File: src/rtl/zero_window_sequencer.sv
// zero_window_sequencer
//   Data-clock-domain scheduler for the sample-zeroing gate. Each accepted
//   trigger plays up to NUM_WINDOWS programmed (gap, 2^n length) windows and
//   drives zero_active_o while a window is open.
//   Optional feature macro: ZERO_WINDOW_SEQUENCER_RETRIG_EN. When it is defined,
//   a trigger while busy restarts the sequence at window 0, and trig_miss_o
//   stays 0.
// Ports:
//   data_clk_i, data_resetn_i   clock, asynchronous active-low reset
//   enable_i, trig_i            sequencer enable, one-cycle trigger pulse
//   cfg_wr_i, cfg_idx_i,        table write strobe, entry index,
//   cfg_ofs_i, cfg_len_pow2_i   gap before the window, length exponent
//   cfg_num_i                   number of active windows
//   zero_active_o               registered zeroing gate
//   busy_o, win_idx_o           sequence in progress, current window index
//   done_o, trig_miss_o,        one-cycle pulses: sequence complete,
//   cfg_reject_o                trigger ignored, table write dropped
module zero_window_sequencer #(
  parameter int unsigned NUM_WINDOWS  = 4,
  parameter int unsigned CNT_WIDTH    = 32,
  parameter int unsigned LEN_POW2_MAX = 24,
  localparam int unsigned IDX_W = (NUM_WINDOWS > 1) ? $clog2(NUM_WINDOWS) : 1,
  localparam int unsigned NUM_W = $clog2(NUM_WINDOWS + 1)
) (
  input  logic                 data_clk_i,
  input  logic                 data_resetn_i,
  input  logic                 enable_i,
  input  logic                 trig_i,
  input  logic                 cfg_wr_i,
  input  logic [IDX_W-1:0]     cfg_idx_i,
  input  logic [CNT_WIDTH-1:0] cfg_ofs_i,
  input  logic [6:0]           cfg_len_pow2_i,
  input  logic [NUM_W-1:0]     cfg_num_i,
  output logic                 zero_active_o,
  output logic                 busy_o,
  output logic [IDX_W-1:0]     win_idx_o,
  output logic                 done_o,
  output logic                 trig_miss_o,
  output logic                 cfg_reject_o
);

  localparam int unsigned LP_W  = 7;
  localparam int unsigned LEN_W = LEN_POW2_MAX + 1;

  typedef enum logic [1:0] {S_IDLE, S_GAP, S_ZERO} state_t;

  state_t               state;
  logic [CNT_WIDTH-1:0] tbl_ofs [NUM_WINDOWS];
  logic [LP_W-1:0]      tbl_len [NUM_WINDOWS];
  logic [CNT_WIDTH-1:0] gap_cnt;
  logic [LEN_W-1:0]     len_cnt;
  logic [LP_W-1:0]      cur_len;

  logic [NUM_W-1:0]     eff_cnt;
  logic [LP_W-1:0]      len_sat;
  logic [LP_W-1:0]      first_len;
  logic [LP_W-1:0]      nxt_len;
  logic [CNT_WIDTH-1:0] first_ofs;
  logic [CNT_WIDTH-1:0] nxt_ofs;
  logic [IDX_W-1:0]     nxt_idx;
  logic                 idx_ok;
  logic                 busy;
  logic                 wr_ok;
  logic                 start;
  logic                 abort;
  logic                 launch;
  logic                 last_win;

  // Remaining-cycle load value for a 2^e window (counter runs down to 0).
  function automatic logic [LEN_W-1:0] len_cycles(input logic [LP_W-1:0] e);
    return (LEN_W'(1) << e) - LEN_W'(1);
  endfunction

  // Decode of table access, window-0 bypass and sequencing decisions.
  always_comb begin
    eff_cnt   = (cfg_num_i > NUM_W'(NUM_WINDOWS)) ? NUM_W'(NUM_WINDOWS) : cfg_num_i;
    len_sat   = (cfg_len_pow2_i > LP_W'(LEN_POW2_MAX)) ? LP_W'(LEN_POW2_MAX) : cfg_len_pow2_i;
    idx_ok    = (32'(cfg_idx_i) < NUM_WINDOWS);
    busy      = (state != S_IDLE);
    wr_ok     = cfg_wr_i && !busy && idx_ok;

    // A write to entry 0 in the accept cycle must be seen by that trigger.
    first_ofs = tbl_ofs[0];
    first_len = tbl_len[0];
    if (wr_ok && (cfg_idx_i == '0)) begin
      first_ofs = cfg_ofs_i;
      first_len = len_sat;
    end

    nxt_idx = win_idx_o + IDX_W'(1);
    if (32'(nxt_idx) >= NUM_WINDOWS) begin
      nxt_idx = '0;
    end
    nxt_ofs  = tbl_ofs[nxt_idx];
    nxt_len  = tbl_len[nxt_idx];
    last_win = (NUM_W'(win_idx_o) + NUM_W'(1)) >= eff_cnt;

    start = trig_i && enable_i && (eff_cnt != '0);
    abort = busy && !enable_i;
`ifdef ZERO_WINDOW_SEQUENCER_RETRIG_EN
    launch = start;
`else
    launch = start && !busy;
`endif
  end

  // Sequencer FSM, window table and registered outputs.
  always_ff @(posedge data_clk_i or negedge data_resetn_i) begin
    if (!data_resetn_i) begin
      state         <= S_IDLE;
      zero_active_o <= 1'b0;
      busy_o        <= 1'b0;
      win_idx_o     <= '0;
      done_o        <= 1'b0;
      trig_miss_o   <= 1'b0;
      cfg_reject_o  <= 1'b0;
      gap_cnt       <= '0;
      len_cnt       <= '0;
      cur_len       <= '0;
      for (int i = 0; i < NUM_WINDOWS; i++) begin
        tbl_ofs[i] <= '0;
        tbl_len[i] <= '0;
      end
    end else begin
      done_o       <= 1'b0;
      trig_miss_o  <= 1'b0;
      cfg_reject_o <= cfg_wr_i && busy;

      if (wr_ok) begin
        tbl_ofs[cfg_idx_i] <= cfg_ofs_i;
        tbl_len[cfg_idx_i] <= len_sat;
      end

      if (abort) begin
        state         <= S_IDLE;
        zero_active_o <= 1'b0;
        busy_o        <= 1'b0;
        win_idx_o     <= '0;
      end else if (launch) begin
        busy_o    <= 1'b1;
        win_idx_o <= '0;
        cur_len   <= first_len;
        if (first_ofs == '0) begin
          state         <= S_ZERO;
          zero_active_o <= 1'b1;
          len_cnt       <= len_cycles(first_len);
        end else begin
          state         <= S_GAP;
          zero_active_o <= 1'b0;
          gap_cnt       <= first_ofs - CNT_WIDTH'(1);
        end
      end else begin
`ifndef ZERO_WINDOW_SEQUENCER_RETRIG_EN
        trig_miss_o <= busy && trig_i && enable_i;
`endif
        case (state)
          S_GAP: begin
            if (gap_cnt == '0) begin
              state         <= S_ZERO;
              zero_active_o <= 1'b1;
              len_cnt       <= len_cycles(cur_len);
            end else begin
              gap_cnt <= gap_cnt - CNT_WIDTH'(1);
            end
          end
          S_ZERO: begin
            if (len_cnt == '0) begin
              if (last_win) begin
                state         <= S_IDLE;
                zero_active_o <= 1'b0;
                busy_o        <= 1'b0;
                win_idx_o     <= '0;
                done_o        <= 1'b1;
              end else begin
                // Back-to-back windows keep the gate high with no low cycle.
                win_idx_o <= nxt_idx;
                cur_len   <= nxt_len;
                if (nxt_ofs == '0) begin
                  len_cnt <= len_cycles(nxt_len);
                end else begin
                  state         <= S_GAP;
                  zero_active_o <= 1'b0;
                  gap_cnt       <= nxt_ofs - CNT_WIDTH'(1);
                end
              end
            end else begin
              len_cnt <= len_cnt - LEN_W'(1);
            end
          end
          default: ;
        endcase
      end
    end
  end

endmodule
File: config.mk
export PLATFORM = sky130hd
export DESIGN_NAME = zero_window_sequencer
export DESIGN_NICKNAME = d
export VERILOG_FILES = /design/src/rtl/zero_window_sequencer.sv
export SDC_FILE = /design/constraint.sdc
export NUM_CORES = 1
export LEC_CHECK = 0
export BUFFER_PORTS_ARGS = -buffer_cell sky130_fd_sc_hd__buf_4
export CAP_MARGIN = 20
export CORE_MARGIN = 4
export CORE_UTILIZATION = 30
export DETAILED_ROUTE_END_ITERATION = 10
export GPL_TIMING_DRIVEN = 0
export MAX_ROUTING_LAYER = met4
export PLACE_DENSITY = 0.51
export SYNTH_ARGS = -nofsm -noshare
export SYNTH_HDL_FRONTEND = slang
export SYNTH_SLANG_ARGS = --single-unit
File: constraint.sdc
create_clock -name data_clk_i -period 3.5 [get_ports data_clk_i]
set_input_delay 0.7 -clock data_clk_i [delete_from_list [all_inputs] [get_ports data_clk_i]]
set_output_delay 0.7 -clock data_clk_i [all_outputs]
set_load 0.03 [all_outputs]
==> results of run 1 <==
[power breakdown]
| group | leakage (uW) | total, uW | switching (uW) | internal (uW) |
|---|---|---|---|---|
| sequential | 0.00277 | 5030 | 1160 | 3870 |
| combinational | 0.00439 | 9270 | 4760 | 4500 |
| clock | 0.000466 | 3010 | 1270 | 1740 |
[placed cells by master, fill, tap and decap left out, drive strengths merged, types with 26 or more instances in the layout]
| cell type | netlist | final |
|---|---|---|
| nand2 | 130 | 130 |
| xnor2 | 32 | 32 |
| dfrtp | 228 | 228 |
| nor3 | 55 | 55 |
| mux2i | 43 | 43 |
| xor2 | 27 | 27 |
| clkbuf | 54 | 85 |
| mux4 | 26 | 26 |
| nand3 | 36 | 36 |
| buf | 29 | 196 |
| nor4 | 44 | 44 |
| a21oi | 51 | 51 |
| mux2 | 202 | 202 |
| nor2 | 77 | 77 |
| o21ai | 72 | 72 |
[cell type report]
class | count | area, sq um
Clock buffer | 36 | 782.0
Fill cell | 4577 | 27920
Sequential cell | 228 | 5709
Multi-Input combinational cell | 1058 | 8996
Tap cell | 607 | 759.5
Inverter | 19 | 75.07
Buffer | 78 | 749.5
Clock inverter | 15 | 157.7
Timing Repair Buffer | 167 | 1510
[Yosys cell counts (8+ instances only)]
cell and number:
nand2b_1 20, or4_1 15, nor2_1 77, a31oi_1 16
or3_1 11, xnor2_1 32, xor2_1 27, mux2_2 197
nor3_1 52, o211ai_1 16, nand3_1 35, buf_2 17
mux2i_1 43, inv_1 18, a211oi_1 13, o31ai_1 8
o22ai_1 14, ha_1 12, a21oi_1 51, o21ai_0 68
dfrtp_1 228, and2_1 13, clkbuf_1 54, nor4_1 38
mux4_2 26, nand4_1 12, o221ai_1 11, nand2_1 130
[worst max-delay path, stage by stage, from the launching register on]
cell and delay, ps:
dfrtp_2 440, ha_4 330, clkbuf_16 190, buf_8 140
buf_6 100, mux4_2 290, mux2_4 280, mux2_4 290
nor4_4 330, buf_4 180, nand3_4 170, buf_6 190
nor4_4 130, xnor2_1 90, mux2_2 260
[logic make-up after synthesis]
| kind of cell | after synthesis | share of synthesized area, % |
|---|---|---|
| adders and majority gates | 12 | 1.057 |
| DFF | 228 | 40.18 |
| buffers and inverters | 102 | 3.110 |
| and+or+nand+nor | 458 | 17.08 |
| muxes | 271 | 23.20 |
| xor gates and xnor gates | 59 | 3.639 |
| AOI/OAI and AO/OA | 258 | 11.74 |
[per-stage QoR]
stage	hold WS, ps	power [uW]	std cells	setup WS (ps)	instance area (sq um)
6_report	15.77	17300	2208	-31.18	18740
5_1_grt	49.27	18220	2208	-130.6	18740
4_1_cts	28.15	16130	2165	-8.927	17800
3_5_place_dp	466.6	12020	2051	-1988	15500
3_3_place_gp	459.2	11920	2049	-2137	15430
2_1_floorplan	404.4	9697	1388	5.766	14270
[registers in the layout, summed over array words and instances (netlist names)]
signal         cells
tbl_ofs          128
gap_cnt           32
tbl_len           28
len_cnt           25
cur_len            7
win_idx_o          2
busy_o             1
cfg_reject_o       1
done_o             1
state              1
trig_miss_o        1
zero_active_o      1
[worst paths after layout]
kind | endpoint | slack (ps) | from
max | gap_cnt[30] | -30 | win_idx_o[1]
min | tbl_ofs[19] | 20 | data_resetn_i
max reg2reg | gap_cnt[30] | -30 | win_idx_o[1]
min reg2reg | tbl_len[17] | 480 | tbl_len[17]
max in group asynchronous | cfg_reject_o | 2590 | data_resetn_i
min in group data_clk_i | trig_miss_o | 370 | trig_i
[metal layers]
layer | vias to the layer above | GRT usage [%] | part of all wire, % | wire length (microns)
met2 | 435 | 33.57 | 46 | 25460
met5 | - | - | 0 | 0
met1 | 6334 | 28.24 | 43 | 23630
met4 | 0 | 7.726 | 4.1 | 2246
met3 | 115 | 3.869 | 6.4 | 3503
li1 | 5594 | - | - | -
[repair_timing]
action                                  4_1_cts  5_1_grt
endpoints found under the setup margin       68       62
cloned                                        1        8
pin swaps                                    36       27
buffers inserted                             66       36
resized for setup                           182      131
hold buffers                                  0        0
==> flow_metrics.py, run 1 <==
metrics = {
    "critical_path": {
        "path_class": "reg2reg",
        "cp-end-kind": "flop",
        "worstPathRequired_ps": 3960,
        "start_kind": "flop",
        "rr_worst_depth": 14,
        "path_max_fanout": 7,
        "crit_arrival_ps": 3990,
    },
    "synthesis": {
        "mappedNetlistArea_sq_um": 14200,
        "synthCells": 1388,
        "synth_top_cell_area_share_pct": 40.18,
        "syn_nets": 1449,
        "ys_seq_area_share_pct": 40.18,
        "synth_warnings": 0,
        "synth_top_area_cell": "dfrtp_1",
        "synth_area_leaders": "dfrtp_1 (40%), mux2_2 (16%), mux4_2 (4.1%)",
        "synth-seq-cells": 228,
        "synthArstFlopShare_pct": 100.0,
        "synth-edff-count": 0,
        "synth_cell_types": 80,
        "avgSynthCellArea_sq_um": 10.23,
        "synth-main-ff-cell": "dfrtp_1",
    },
    "detailed_routing": {
        "dr.pass1.iters": 5,
        "wire_per_inst_microns": 24.84,
        "vias_per_cell": 5.651,
        "postRouteAntennaNets": 0,
        "route.detailed.drc": 0,
        "drt_iter0_drc": 926,
        "wl_microns": 54850,
        "vias": 12480,
    },
    "die": {
        "die_h_microns": 225.6,
        "core_sq_um": 46650,
        "die_area_sq_um": 50880,
        "num_rows": 79,
        "dieWidth_microns": 225.6,
        "start_util_pct": 30.44,
        "ios": 56,
    },
    "clock_network": {
        "clock_path_buffers": 3,
        "clk_latency_ps": 580,
        "cts_num_sinks": 228,
        "path_clk_slew_ps": 60,
        "htree_levels": 1,
        "cts_inserted_buffers": 29,
        "clock-root-buffer": "clkbuf_16",
        "cts_tree": "built",
    },
    "sta": {
        "final_hold_viol_count": 0,
        "finalSetupTns_ps": -221.0,
        "finClkSkew_ps": 18.64,
        "min_period_ps": 3531,
        "fmax_ghz": 0.2832,
        "max_slew_margin_pct": 29.04,
        "timing.final.crit_share_pct": 100.9,
        "drv_slew": 0,
        "setup_viol": 11,
        "rsz0062_at_grt": "true",
        "tightest_slew_ps": 1064,
        "fin_ws_ps": -31.18,
    },
    "global_route": {
        "grt_pass1_wl_microns": 81290,
        "grt_overflow": 0,
        "antenna_found_initial": 0,
        "grt_pass1_vias": 12570,
        "grt_max_degree": 105,
        "grt_use_total_pct": 21.52,
    },
    "cells_and_area": {
        "layout.nets": 1642,
        "n_antenna_cell": 0,
        "syn_to_final_growth_pct": 31.97,
        "post-route-util_pct": 40.17,
        "final_layout_size_suffix_gt1_share_pct": 38.23,
    },
    "worst_hold_path": {
        "hold_path.class": "in2async",
    },
    "run_status": {
        "status": "finished with violations",
        "violations": "negative setup slack",
    },
    "job": {
        "maxCapViolCount": 0,
    },
    "placed_design": {
        "routabilityCongestion": 0.9533,
        "port_buffers": 54,
        "dp_hpwl_microns": 39380,
    },
    "pwr": {
        "p_leak_uw": 0.007627,
        "peakVddDrop_uv": 528.2,
        "power_density_nw_per_um2": 923.2,
    },
}
Power figures use the tool's default switching activity.
==> run 2, diff against run 1 <==
--- a/config.mk
+++ b/config.mk
@@ -12,7 +12,7 @@
 export DETAILED_ROUTE_END_ITERATION = 10
 export GPL_TIMING_DRIVEN = 0
 export MAX_ROUTING_LAYER = met4
-export PLACE_DENSITY = 0.51
+export PLACE_DENSITY = 0.5
 export SYNTH_ARGS = -nofsm -noshare
 export SYNTH_HDL_FRONTEND = slang
 export SYNTH_SLANG_ARGS = --single-unit
==> constraint.sdc (replaced) <==
create_clock -name data_clk_i -period 3.8 [get_ports data_clk_i]
set_input_delay 0.76 -clock data_clk_i [delete_from_list [all_inputs] [get_ports data_clk_i]]
set_output_delay 0.76 -clock data_clk_i [all_outputs]
set_load 0.03 [all_outputs]
==> run 2 against run 1 <==
  * The run now ends clean
  * Global-route usage decreased by 0.72 points
  * Wire length decreased by 4.3%
  * Non-clock buffer count decreased by 71
  * Critical path type unchanged
  * Critical endpoint is now gap_cnt[18]
  * Largest cell class unchanged
==> flow_metrics.py, run 2 (synthesis gave the netlist of run 1 again) <==
metrics = {
    "sta": {
        "final_hold_viol_count": 0,
        "fmax_ghz": 0.2676,
        "fin_ws_ps": 62.68,
        "finClkSkew_ps": 22.59,
        "tightest_slew_ps": 1050,
        "finalSetupTns_ps": 0,
        "hold_ws_ps": 156.5,
        "setup_viol": 0,
        "timing.final.crit_share_pct": 98.35,
        "drv_slew": 0,
        "max_slew_margin_pct": 30.03,
        "min_period_ps": 3737,
    },
    "cells_and_area": {
        "final_cell_mix": "dfrtp_1 (226), mux2_2 (194), nand2_1 (127)",
        "largestRegisters": "tbl_ofs x128, gap_cnt x32, tbl_len x28",
        "fillers": 4758,
        "top_register": "tbl_ofs",
        "register_area_sq_um": 5708,
        "layout.nets": 1569,
        "syn_to_final_growth_pct": 21.84,
        "layout_commonest_cell": "dfrtp_1",
        "instances_no_fill": 2132,
        "final_layout_size_suffix_gt1_share_pct": 31.02,
        "largest_register_ffs": 128,
        "n_antenna_cell": 0,
        "post-route-util_pct": 37.08,
        "multiInputGateArea_sq_um": 8474,
    },
    "critical_path": {
        "r2r-start": "win_idx_o[0]",
        "path_buf_inv": 3,
        "start_kind": "flop",
        "cp_num_cells": 11,
        "path_max_fanout": 10,
        "slowest_delay_ps": 570,
        "crit_top_cell": "buf_12",
        "r2r_end": "gap_cnt[18]",
        "cp-end-kind": "flop",
        "crit_arrival_ps": 4180,
        "path_class": "reg2reg",
        "cp_cell_sequence": "buf_6 -> buf_12 -> buf_12 -> mux4_2 -> mux2_2 -> mux2_4 -> nor4b_4 -> nand4_1 -> or3_1 -> xnor2_1 -> mux2_1",
        "worstPathRequired_ps": 4250,
        "critPathTopFamily": "multiplexers",
        "crit_slowest_cell": "mux4_2",
        "r2r_slack_ps": 60,
        "rr_worst_depth": 11,
    },
    "die": {
        "start_util_pct": 30.44,
        "core_sq_um": 46650,
        "die_h_microns": 225.6,
        "num_rows": 79,
        "die_area_sq_um": 50880,
        "ios": 56,
        "dieWidth_microns": 225.6,
    },
    "global_route": {
        "grt_use_total_pct": 20.80,
        "grt_pass1_vias": 11980,
        "grt_overflow": 0,
        "antenna_found_initial": 0,
        "grt_max_degree": 91,
        "grt_pass1_wl_microns": 78670,
    },
    "clock_network": {
        "path_clk_slew_ps": 60,
        "clock-root-buffer": "clkbuf_16",
        "clk_latency_ps": 580,
        "cts_num_sinks": 228,
        "ctsHoldBuffers": 0,
        "cts_tree": "built",
        "cts_inserted_buffers": 27,
        "clock_path_buffers": 3,
        "htree_levels": 1,
    },
    "run_status": {
        "status": "complete, no violations",
    },
    "detailed_routing": {
        "vias": 12050,
        "wl_microns": 52500,
        "postRouteAntennaNets": 0,
        "drt_iter0_drc": 1010,
        "route.detailed.drc": 0,
        "dr.pass1.iters": 7,
        "wire_per_inst_microns": 24.62,
        "vias_per_cell": 5.653,
    },
    "job": {
        "maxCapViolCount": 0,
    },
    "placed_design": {
        "port_buffers": 54,
        "dp_hpwl_microns": 39020,
        "routabilityCongestion": 0.9707,
        "dp_slack_ps": -2662,
        "place_inst": 2053,
    },
    "pwr": {
        "p_leak_uw": 0.006813,
        "power_density_nw_per_um2": 830.7,
        "peakVddDrop_uv": 392.3,
    },
    "worst_hold_path": {
        "hold_path.class": "in2async",
    },
}
[run 2: changes by cell type in the layout (fill, tap and decap cells not counted), sizes merged]
cell           previous run  this run
clkbuf                   85        91
clkinv                   10         3
clkdlybuf4s15             0         1
buf                     196       123
inv                      20        19
clkinvlp                  2         0
[run 2: repair_timing]
item	4_1_cts	5_1_grt
setup endpoints to repair	68	59
cloned	0	2
pin swaps	17	15
resized for setup	102	59
setup buffers	17	17
[run 2: worst max-delay path by stage]
stage	startpoint	to	slack, ps
6_report	win_idx_o[0]	gap_cnt[18]	60
5_1_grt	zero_active_o	gap_cnt[18]	-20
2_1_floorplan	win_idx_o[0]	len_cnt[6]	-10
4_1_cts	win_idx_o[0]	len_cnt[6]	-20
3_5_place_dp	win_idx_o[0]	len_cnt[6]	-2660
3_3_place_gp	win_idx_o[0]	len_cnt[6]	-2700
[run 2: cell type report]
| cell class | instances | share of cell area (%) |
|---|---|---|
| multi-input cells | 1058 | 48.98 |
| flip-flops and latches | 228 | 32.99 |
| clock buffers | 41 | 4.672 |
| repair buffers | 94 | 4.505 |
| well taps | 607 | 4.390 |
| plain buffers | 80 | 3.529 |
| clock inverters | 5 | 0.5207 |
| inverters | 19 | 0.4122 |
[run 2: metrics by stage]
step           power (uW)  cell area (sq um)
4_1_cts             14030              16890
3_5_place_dp        10980              15460
2_1_floorplan        8904              14220
6_report            14370              17300
3_3_place_gp        10880              15380
5_1_grt             15210              17300
[run 2: per-layer routing]
layer  wire (microns)  track usage, %
met2            24450           32.52
met3             2779           2.892
met4             1650           6.086
met5                0               -
met1            23610           28.33
[run 2: worst reg2reg max path: stages (launching register included)]
cell	delay (ps)
dfrtp_2	440
buf_6	160
buf_12	190
buf_12	200
mux4_2	570
mux2_2	300
mux2_4	290
nor4b_4	380
nand4_1	220
or3_1	430
xnor2_1	130
mux2_1	280
[run 2: power by group]
group	total (uW)	leakage, uW	internal, uW	switching [uW]
Clock	2690	0.000443	1590	1100
Sequential	4570	0.00277	3560	1010
Combinational	7110	0.00360	3220	3880
Total	14400	0.00681	8380	5990
==> run 3, diff against run 2 <==
--- a/config.mk
+++ b/config.mk
@@ -6,13 +6,13 @@
 export NUM_CORES = 1
 export LEC_CHECK = 0
 export BUFFER_PORTS_ARGS = -buffer_cell sky130_fd_sc_hd__buf_4
-export CAP_MARGIN = 20
+export CAP_MARGIN = 40
 export CORE_MARGIN = 4
 export CORE_UTILIZATION = 30
 export DETAILED_ROUTE_END_ITERATION = 10
 export GPL_TIMING_DRIVEN = 0
 export MAX_ROUTING_LAYER = met4
-export PLACE_DENSITY = 0.5
+export PLACE_DENSITY = 0.51
 export SYNTH_ARGS = -nofsm -noshare
 export SYNTH_HDL_FRONTEND = slang
 export SYNTH_SLANG_ARGS = --single-unit
==> constraint.sdc (replaced) <==
create_clock -name data_clk_i -period 3.1 [get_ports data_clk_i]
set_input_delay 0.62 -clock data_clk_i [delete_from_list [all_inputs] [get_ports data_clk_i]]
set_output_delay 0.62 -clock data_clk_i [all_outputs]
set_load 0.03 [all_outputs]
==> run 3 against run 2 <==
  * The flow now finishes with violations (negative setup slack)
  * Combinational power grew 59%
  * Worst hold slack gained 140 ps
  * Fmax grew 2.3%
  * Cell count grew 4.4%
  * Sequential power grew 25%
  * Worst setup slack lost 620 ps
  * Total power grew 43%
  * Clock-buffer cell count shrank 4
  * Clock skew shrank 11 ps
  * First-iteration DRC count grew 26%
  * Critical path depth grew 1
  * Critical path type unchanged
==> flow_metrics.py, run 3 (synthesis gave the netlist of run 1 again) <==
metrics = {
    "critical_path": {
        "path_max_fanout": 5,
        "cp_num_cells": 12,
        "crit_slowest_cell": "dfrtp_2",
        "start_kind": "flop",
        "cp_cell_sequence": "ha_4 -> clkbuf_16 -> clkbuf_16 -> mux4_2 -> mux2_4 -> mux2_4 -> nor4b_4 -> buf_4 -> nand4_1 -> or3_1 -> xnor2_1 -> mux2_4",
        "rr_worst_depth": 12,
        "worstPathRequired_ps": 3550,
        "path_buf_inv": 3,
        "critPathTopFamily": "multiplexers",
        "crit_top_cell": "mux2_4",
        "cp-end-kind": "flop",
        "slowest_delay_ps": 510,
        "path_class": "reg2reg",
        "r2r_slack_ps": -550,
        "crit_arrival_ps": 4100,
    },
    "pwr": {
        "p_int_uw": 12170,
        "seq_power_share_pct": 27.7,
        "power.switching_uw": 8445,
        "p_clk_share_pct": 17.5,
        "power_density_nw_per_um2": 1062,
        "total_power_uw": 20620,
        "peakVddDrop_uv": 580.2,
        "combPwrFrac_pct": 54.8,
        "p_leak_uw": 0.007887,
        "p_sw_share_pct": 40.96,
    },
    "global_route": {
        "grt_max_degree": 114,
        "grt_use_total_pct": 22.13,
        "grt_pass1_wl_microns": 83150,
        "grt_pass1_vias": 12860,
        "grt_overflow": 0,
        "antenna_found_initial": 0,
    },
    "cells_and_area": {
        "final_cell_mix": "dfrtp_1 (225), buf_4 (151), mux2_2 (150)",
        "top_register": "tbl_ofs",
        "n_antenna_cell": 0,
        "syn_to_final_growth_pct": 36.75,
        "layout_commonest_cell": "dfrtp_1",
        "post-route-util_pct": 41.62,
        "final_layout_size_suffix_gt1_share_pct": 41.32,
        "layout.nets": 1660,
        "largest_register_ffs": 128,
        "largestRegisters": "tbl_ofs x128, gap_cnt x32, tbl_len x28",
    },
    "run_status": {
        "status": "finished with violations",
        "violations": "negative setup slack",
    },
    "die": {
        "start_util_pct": 30.44,
        "die_h_microns": 225.6,
        "core_sq_um": 46650,
        "num_rows": 79,
        "ios": 56,
        "dieWidth_microns": 225.6,
        "die_area_sq_um": 50880,
    },
    "sta": {
        "drv_slew": 0,
        "setup_viol": 59,
        "timing.final.crit_share_pct": 117.8,
        "final_hold_viol_count": 0,
        "fmax_ghz": 0.2738,
        "fin_ws_ps": -552.9,
        "min_period_ps": 3653,
        "max_slew_margin_pct": 37.55,
        "finalSetupTns_ps": -24760,
        "finClkSkew_ps": 11.39,
        "rsz0062_at_grt": "true",
        "tightest_slew_ps": 936.7,
    },
    "worst_hold_path": {
        "holdPathStages": 3,
        "hold_path.class": "in2reg",
    },
    "clock_network": {
        "path_clk_slew_ps": 60,
        "cts_tree": "built",
        "clock_path_buffers": 3,
        "clock-root-buffer": "clkbuf_16",
        "htree_levels": 1,
        "clk_latency_ps": 570,
        "cts_inserted_buffers": 28,
        "cts_num_sinks": 228,
    },
    "detailed_routing": {
        "postRouteAntennaNets": 0,
        "wire_per_inst_microns": 25.14,
        "wl_microns": 55960,
        "drt_iter0_drc": 1276,
        "vias": 12700,
        "vias_per_cell": 5.704,
        "route.detailed.drc": 0,
        "dr.pass1.iters": 6,
    },
    "placed_design": {
        "routabilityCongestion": 0.9483,
        "port_buffers": 54,
        "dp_slack_ps": -1485,
        "dp_hpwl_microns": 39830,
    },
    "job": {
        "maxCapViolCount": 0,
    },
}
[run 3: worst paths after layout]
check | startpoint | endpoint
worst min-delay path | trig_i | trig_miss_o
worst min register to register | tbl_len[17] | tbl_len[17]
worst max register to register | win_idx_o[0] | gap_cnt[18]
worst max-delay path | win_idx_o[0] | gap_cnt[18]
max in group asynchronous | data_resetn_i | tbl_ofs[41]
min in group asynchronous | data_resetn_i | tbl_len[12]
[run 3: layout make-up]
type                       count  area, sq um
timing repair buffer         189         1772
clock buffer                  37        804.5
clock inverter                13        205.2
fill                        4473        27240
inverter                      19        71.32
tap                          607        759.5
sequential                   228         5709
multi-input combinational   1058         9338
buffer                        75        759.5
[run 3: per-stage QoR]
stage | hold WS, ps | instances | instance area, sq um
6_report | 297.0 | 2226 | 19420
3_5_place_dp | 467.3 | 2055 | 15920
3_3_place_gp | 457.9 | 2049 | 15840
5_1_grt | 290.5 | 2226 | 19420
2_1_floorplan | 324.4 | 1388 | 14670
4_1_cts | 273.5 | 2201 | 19000
[run 3: timing repair]
item | CTS | global route
resized for setup | 234 | 66
endpoints found under the hold margin | 28 | 0
cloned | 12 | 1
pin swaps | 60 | 30
buffers inserted | 90 | 28
setup endpoints to repair | 70 | 67
hold buffers | 1 | 0
[run 3: tightest hold or removal path, delay by kind of cell]
kind	cells	cell delay, ps
buffers and inverters	1	120
and+or+nand+nor	2	90
[run 3: layer usage]
| metal | global-route usage, % | vias to the layer above | wire length (microns) |
|---|---|---|---|
| li1 | - | 5635 | - |
| met1 | 28.58 | 6441 | 23660 |
| met2 | 35.06 | 482 | 26200 |
| met3 | 4.129 | 140 | 3705 |
| met4 | 7.706 | 0 | 2389 |
| met5 | - | - | 0 |
[run 3: power groups by stage]
stage	combinational, uW	sequential (uW)	clock, uW
detailed placement	8450	5630	0
global route	12000	5870	3810
global placement	8370	5590	0
CTS	10600	5650	3680
floorplan	6250	5180	0
finish	11300	5710	3610
